### src/rtl/pwm_bank.sv
// pwm_bank: N_CH double-buffered PWM channels on one shared tick prescaler, with edge pulses.
// Optional dead-time insertion and complementary output pwm_n are enabled by `define PWM_DEADTIME_EN.
module pwm_bank #(
   parameter int N_CH  = 4,
   parameter int CW    = 8,
   parameter int PRESC = 8,
`ifdef PWM_DEADTIME_EN
   parameter int DT    = 2,
`endif
   localparam int SW   = (N_CH > 1) ? $clog2(N_CH) : 1
) (
   input  logic            clk,
   input  logic            reset,
   input  logic            en,
   input  logic            load,
   input  logic [SW-1:0]   ch_sel,
   input  logic [CW-1:0]   period,
   input  logic [CW-1:0]   on_time,
   output logic            load_ack,
   output logic            tick,
   output logic [N_CH-1:0] pwm_out,
   output logic [N_CH-1:0] set_pulse,
`ifdef PWM_DEADTIME_EN
   output logic [N_CH-1:0] pwm_n,
`endif
   output logic [N_CH-1:0] reset_pulse
);

   localparam int PW = (PRESC > 1) ? $clog2(PRESC) : 1;
   localparam logic [PW-1:0] PMAX = PW'(PRESC - 1);

   logic [PW-1:0]   pcnt_q, pcnt_d;
   logic            tick_q, tick_d;
   logic            ack_q, ack_d;
   logic            adv_s, load_ok_s;

   logic [CW-1:0]   sh_per_q [N_CH];
   logic [CW-1:0]   sh_per_d [N_CH];
   logic [CW-1:0]   sh_on_q  [N_CH];
   logic [CW-1:0]   sh_on_d  [N_CH];
   logic [CW-1:0]   per_q    [N_CH];
   logic [CW-1:0]   per_d    [N_CH];
   logic [CW-1:0]   on_q     [N_CH];
   logic [CW-1:0]   on_d     [N_CH];
   logic [CW-1:0]   cnt_q    [N_CH];
   logic [CW-1:0]   cnt_d    [N_CH];

   logic [N_CH-1:0] pend_q, pend_d;
   logic [N_CH-1:0] wrap_s, wr_s, xfer_s, lvl_s;
   logic [N_CH-1:0] out_q, out_d, set_q, set_d, rst_q, rst_d;

   always_comb begin
      adv_s     = en && (pcnt_q == PMAX);
      tick_d    = adv_s;
      load_ok_s = load && (int'(ch_sel) < N_CH);
      ack_d     = load_ok_s;
      if (!en) begin
         pcnt_d = pcnt_q;
      end else if (adv_s) begin
         pcnt_d = '0;
      end else begin
         pcnt_d = pcnt_q + PW'(1);
      end
   end

   // A shadow only moves to the active set at a period boundary; a same-cycle load stays pending.
   always_comb begin
      for (int i = 0; i < N_CH; i++) begin
         wrap_s[i]   = (per_q[i] == '0) || (cnt_q[i] == per_q[i] - CW'(1));
         wr_s[i]     = load_ok_s && (ch_sel == SW'(i));
         xfer_s[i]   = adv_s && wrap_s[i] && pend_q[i];
         sh_per_d[i] = wr_s[i] ? period  : sh_per_q[i];
         sh_on_d[i]  = wr_s[i] ? on_time : sh_on_q[i];
         per_d[i]    = xfer_s[i] ? sh_per_q[i] : per_q[i];
         on_d[i]     = xfer_s[i] ? sh_on_q[i]  : on_q[i];
         pend_d[i]   = wr_s[i] | (pend_q[i] & ~xfer_s[i]);
         if (!adv_s) begin
            cnt_d[i] = cnt_q[i];
         end else if (wrap_s[i]) begin
            cnt_d[i] = '0;
         end else begin
            cnt_d[i] = cnt_q[i] + CW'(1);
         end
         lvl_s[i] = (per_q[i] != '0) && (cnt_q[i] < on_q[i]);
      end
   end

`ifdef PWM_DEADTIME_EN
   localparam int AW = (DT > 0) ? $clog2(DT + 1) : 1;
   localparam logic [AW-1:0] DTV = AW'(DT);

   logic [N_CH-1:0] lvl_q, n_q, n_d;
   logic [AW-1:0]   age_q [N_CH];
   logic [AW-1:0]   age_d [N_CH];

   // age counts clocks since the raw level last changed; both outputs stay low until it reaches DT.
   always_comb begin
      for (int i = 0; i < N_CH; i++) begin
         if (lvl_s[i] != lvl_q[i]) begin
            age_d[i] = '0;
         end else if (en && (age_q[i] < DTV)) begin
            age_d[i] = age_q[i] + AW'(1);
         end else begin
            age_d[i] = age_q[i];
         end
         out_d[i] = lvl_s[i] && (age_d[i] >= DTV);
         n_d[i]   = !lvl_s[i] && (age_d[i] >= DTV);
      end
   end

   always_ff @(posedge clk) begin
      if (reset) begin
         lvl_q <= '0;
         n_q   <= '0;
         for (int i = 0; i < N_CH; i++) begin
            age_q[i] <= '0;
         end
      end else begin
         lvl_q <= lvl_s;
         n_q   <= n_d;
         for (int i = 0; i < N_CH; i++) begin
            age_q[i] <= age_d[i];
         end
      end
   end

   assign pwm_n = n_q;
`else
   always_comb begin
      out_d = lvl_s;
   end
`endif

   always_comb begin
      set_d = out_d & ~out_q;
      rst_d = out_q & ~out_d;
   end

   always_ff @(posedge clk) begin
      if (reset) begin
         pcnt_q <= '0;
         tick_q <= 1'b0;
         ack_q  <= 1'b0;
         pend_q <= '0;
         out_q  <= '0;
         set_q  <= '0;
         rst_q  <= '0;
         for (int i = 0; i < N_CH; i++) begin
            sh_per_q[i] <= '0;
            sh_on_q[i]  <= '0;
            per_q[i]    <= '0;
            on_q[i]     <= '0;
            cnt_q[i]    <= '0;
         end
      end else begin
         pcnt_q <= pcnt_d;
         tick_q <= tick_d;
         ack_q  <= ack_d;
         pend_q <= pend_d;
         out_q  <= out_d;
         set_q  <= set_d;
         rst_q  <= rst_d;
         for (int i = 0; i < N_CH; i++) begin
            sh_per_q[i] <= sh_per_d[i];
            sh_on_q[i]  <= sh_on_d[i];
            per_q[i]    <= per_d[i];
            on_q[i]     <= on_d[i];
            cnt_q[i]    <= cnt_d[i];
         end
      end
   end

   assign load_ack    = ack_q;
   assign tick        = tick_q;
   assign pwm_out     = out_q;
   assign set_pulse   = set_q;
   assign reset_pulse = rst_q;

endmodule

### config.mk
export PLATFORM = sky130hd
export DESIGN_NAME = pwm_bank
export DESIGN_NICKNAME = d
export VERILOG_FILES = /design/src/rtl/pwm_bank.sv
export SDC_FILE = /design/constraint.sdc
export NUM_CORES = 1
export LEC_CHECK = 0
export CORE_MARGIN = 1
export CORE_UTILIZATION = 60
export DETAILED_ROUTE_END_ITERATION = 12
export GPL_TIMING_DRIVEN = 0
export MAX_ROUTING_LAYER = met4
export PLACE_DENSITY = 0.87
export SYNTH_ARGS = -nofsm -noshare
export SYNTH_HDL_FRONTEND = slang
export SYNTH_SLANG_ARGS = --single-unit
### constraint.sdc
create_clock -name clk -period 5.3 [get_ports clk]
set_input_delay 1.06 -clock clk [delete_from_list [all_inputs] [get_ports clk]]
set_output_delay 1.06 -clock clk [all_outputs]
set_load 0.005 [all_outputs]
# Word-level counts from Yosys, hierarchy flattened
# Memory sizes are Yosys's and may differ from the RTL's.
# Index checks and enable logic that the tools add are counted.
[totals]
out_inout_bits = 14
reg_bits = 21
memories = 5
mem_bits_rw = 160
[mem_list]
columns = ["memory", "depth", "word_bits", "read_ports", "rd_clocked_by_memory_dff", "write_ports", "line_no", "rtl"]
rows = [
  ["cnt_q", 4, 8, 4, 0, 4, "45", "logic [CW-1:0] cnt_q [N_CH];"],
  ["on_q", 4, 8, 4, 0, 4, "43", "logic [CW-1:0] on_q [N_CH];"],
  ["per_q", 4, 8, 4, 0, 4, "41", "logic [CW-1:0] per_q [N_CH];"],
  ["sh_on_q", 4, 8, 4, 0, 4, "39", "logic [CW-1:0] sh_on_q [N_CH];"],
  ["sh_per_q", 4, 8, 4, 0, 4, "37", "logic [CW-1:0] sh_per_q [N_CH];"],
]
[classes]
add_sub_neg = 9
n_reduce_logical = 30
mux = 48
bitwise_logic = 36
n_eq_ne = 8
magnitude_cmp = 4
[ops]
columns = ["cell", "n"]
rows = [
  ["2-to-1 mux 8 bit", 44],
  ["adder 8 x 1 -> 8 bit, second input constant", 4],
  ["equality test 8 bit", 4],
  ["logical NOT 8 bit", 4],
  ["< comparator 8 bit", 4],
  ["nonzero test 8 bit", 4],
  ["subtractor 8 x 1 -> 8 bit, second input constant", 4],
  ["OR 1 bit", 24],
  ["logical AND 1 bit", 17],
  ["bitwise AND 4 bit", 2],
  ["NOT 4 bit", 2],
  ["bitwise AND 1 bit", 4],
  ["equality test 2 bit, second input constant", 2],
  ["logical OR 1 bit", 4],
  ["NOT 1 bit", 4],
  ["adder 3 x 1 -> 3 bit, second input constant", 1],
  ["equality test 3 bit, second input constant", 1],
  ["2-to-1 mux 1 bit", 3],
  ["2-to-1 mux 3 bit", 1],
  ["equality test 2 x 1 -> 1 bit, second input constant", 1],
  ["logical NOT 2 bit", 1],
]

# Logic depth before layout (Yosys ltp)
[logic_depth]
word_depth = 8
depth_mapped = 11

# Worst setup path before layout
# Ideal clock, no wire load.
[synth_path]
kind = "flip-flop to flip-flop"
startpoint = "memory per_q[1][0]"
endpoint = "memory on_q[1][4]"
stages_incl_launch_ff = 11
setup_slack_ns = 2.500
arrival_ns = 2.672
synth_period_minus_slack_ns = 2.800
required_ns = 5.172
cell_sequence = "dfxtp_1 inv_1 ha_1 or3b_4 or4_4 a2111oi_4 o221ai_2 a21oi_4 buf_12 mux2i_1 nor2_1"
[synth_rtl]
columns = ["element", "line_no"]
rows = [
  ["start, declared", "41"],
  ["end, declared", "43"],
]

==> flow_summary.toml <==
[routing]
drcViolationCount = 0
wl_per_cell_um = 17.0
dr.first_iter.drc_count = 559
drt-total-wl_um = 20200
vias_per_cell = 5.83
dr.pass1.iters = 6
vias = 6954
ant_nets = 0

[clock_network]
clk_path_buf_depth = 2
cts_resized = 0
htreeDepth = 4
ctsHoldBuffers = 0
root_buffer = "clkbuf_16"
numCtsBuffers = 17
clock_sinks = 181
post-cts-setup-buffer-count = 0
clk_latency_ns = 0.44
cts_tree = "done"
clk_pin_slew_ns = 0.06

[final_layout]
area_growth_syn_to_layout_pct = 13.7
n_fill_cell = 986
regArea_sq_um = 3620
nets = 1062
multi_input_area_sq_um = 4340
drive_gt1_frac = 0.0562
stdcell_area_sq_um = 9490

[synth]
seq_area_frac_synth = 0.434
async_flop_share = 0
synthSimpleGateAreaFrac = 0.206
synth_nets = 1010
synth_compound_gate_area_share = 0.114
syn_area_sq_um = 8350
ys_warn_count = 0
ys.flop_type = "dfxtp_1"
synth.area.mux_share = 0.0791
syn_inst = 950
synth_top_family_by_area = "simple AND/OR/NAND/NOR gates"
ys_types = 66
ys_ff_latch = 181
synth_fa_ha_area_frac = 0.0570
synth_edf_count = 0
synth_xor_area_frac = 0.0629
syn_area_per_cell_sq_um = 8.79

[sta]
fin_worst_skew_ns = 0.00838
slew_viol_final = 0
hold_viol = 0
finalCritPeriodShare = 0.732
max_slew_margin = 0.363
fmax_mhz = 258
tightestPinTransition_ns = 0.946
fin_setup_tns_ns = 0
setup_viol = 0
period_minus_slack_ns = 3.88
rsz0062_at_grt = "false"

[pwr]
pwr-share-clk = 0.458
fin_total_pwr_w = 0.00276
peakVddDrop_mv = 0.235
power_frac_comb = 0.038
p_int_w = 0.00212
seqPwrFrac = 0.504
leakagePower_nw = 3.64
switching_share = 0.231
p_per_area_nw_per_um2 = 291
power.switching_w = 0.000637

[global_routing]
grt_max_degree = 17
grt.total_usage = 0.299
grt_pass1_wl_um = 32300
grt-ovfl-total = 0
grt_pass1_vias = 6688
antenna_found_initial = 1

[critical_path]
startpoint_type = "primary input"
worstSetupPathType = "primary input to flop"
crit_required_ns = 5.62
end_kind = "flop"
critPathMaxFanout = 10
cp.arrival_ns = 4.20

[job]
drv_cap = 0

[placement]
gp_congestion = 0.901
place_area_sq_um = 8900
dp.final_hpwl_um = 14000
numPortBuffers = 33

[run_status]
status = "finished, final reports clean"

[floorplanning]
die_area_sq_um = 14400
ioPinCount = 36
dieHeight_um = 120
core_sq_um = 13400
std_cell_rows = 42
initial_core_util = 0.623
die_x_um = 120

[min_path]
min_path_type = "flop to flop"
-- registers in the layout, indices dropped and copies added (netlist names) --
signal and count:
cnt_q 32, load_ack 1, on_q 32, pcnt_q 3, pend_q 4, per_q 32
pwm_out 4, reset_pulse 4, set_pulse 4, sh_on_q 32, sh_per_q 32, tick 1
-- critical path: stages --
cell	delay, ns
clkdlybuf4s50_1	0.59
and2_1	0.16
clkbuf_1	0.61
clkbuf_1	0.69
buf_1	0.63
nand2_1	0.14
nand2_1	0.23
nor2_1	0.08
-- cell usage in the layout, fill, tap and decap left out, types with 4 or more instances in the layout --
cell type	n
nand3_1	15
nor3b_1	5
clkinvlp_4	5
o211ai_1	4
mux2i_1	66
nor2_1	101
a211oi_1	4
nand3b_1	4
a21oi_1	83
and4_1	5
and3_1	7
nor3_1	15
and2_1	14
o21a_1	7
a21o_1	10
clkdlybuf4s50_1	33
xor2_1	23
o21ai_0	6
nor4_1	5
xnor2_1	37
nand2_1	152
clkbuf_16	17
or4_1	4
clkbuf_1	39
ha_1	38
inv_1	46
nand2b_1	7
nand4_1	9
dfxtp_1	181
-- kinds of logic (layout without fill, tap and decap cells) --
kind of cell,Yosys count,in the layout
simple gates,368,368
flops,181,181
compound gates,145,145
buf+inv,92,157
mux,66,66
xor+xnor,60,60
fa+ha+maj,38,38
other cells,0,1
-- final timing paths --
check             start      endpoint  slack, ns  cells past startpoint
min reg2reg  pwm_out[1]  set_pulse[1]       0.45                      1
max                  en   cnt_q[2][3]       1.42                      8
max reg2reg   pcnt_q[0]   cnt_q[2][3]       1.97                      9
min          pwm_out[1]  set_pulse[1]       0.45                      1
-- power by group through the flow --
stage                     Combinational (W)  Clock [W]  Sequential [W]
after CTS                          0.000104    0.00126         0.00139
after global placement             0.000100          0         0.00142
after global routing               0.000114    0.00132         0.00139
after detailed placement           0.000103          0         0.00142
after floorplan                   0.0000532          0         0.00142
final                              0.000106    0.00126         0.00139
-- synth_stat cells, drive strengths merged, types with 3 or more instances --
library cell	count	area, sq um
nor2	101	379
dfxtp	181	3620
xnor2	37	324
a21oi	84	432
a211oi	5	42.5
buf	7	66.3
nor3	15	75.1
a31oi	3	18.8
nand2b	7	43.8
o21a	7	52.6
or3b	5	46.3
or2	3	18.8
mux2i	66	661
inv	46	173
and2	14	87.6
nand3	16	85.1
or4	7	63.8
and3	7	43.8
nor4b	3	26.3
a21o	10	75.1
o21ai	9	45.0
ha	38	475
nand4	9	56.3
o211ai	5	51.3
nand3b	4	30.0
nand2	152	571
or4b	3	30.0
and4	5	43.8
xor2	23	201
clkbuf	39	146
nor3b	5	37.5
nor4	6	43.8
-- per-stage QoR --
| step | utilization | cells | hold slack, ns | worst slack [ns] |
|---|---|---|---|---|
| 5_1_grt | 0.708 | 1192 | 0.464 | 1.28 |
| 3_3_place_gp | 0.664 | 1159 | 0.426 | 1.04 |
| 2_1_floorplan | - | 950 | 0.436 | 2.50 |
| 6_report | 0.708 | 1192 | 0.446 | 1.42 |
| 3_5_place_dp | 0.664 | 1159 | 0.442 | 0.997 |
| 4_1_cts | 0.708 | 1191 | 0.451 | 1.43 |
-- final cells by class --
cell class,count,share of cell area
multi-input combinational,677,0.457
clock buffer,18,0.0463
antenna,1,0.000264
buffer,46,0.0224
sequential,181,0.382
clock inverter,14,0.0160
timing repair buffer,33,0.0348
tap,176,0.0232
inverter,46,0.0182
-- routing by layer --
metal / global-route usage / up-vias / wire length, um
li1: - / 3341 / -
met1: 0.352 / 3325 / 8340
met2: 0.498 / 234 / 9880
met3: 0.0599 / 54 / 1440
met4: 0.125 / 0 / 545
met5: - / - / 0
No activity file was read; power rests on OpenSTA's default activity.
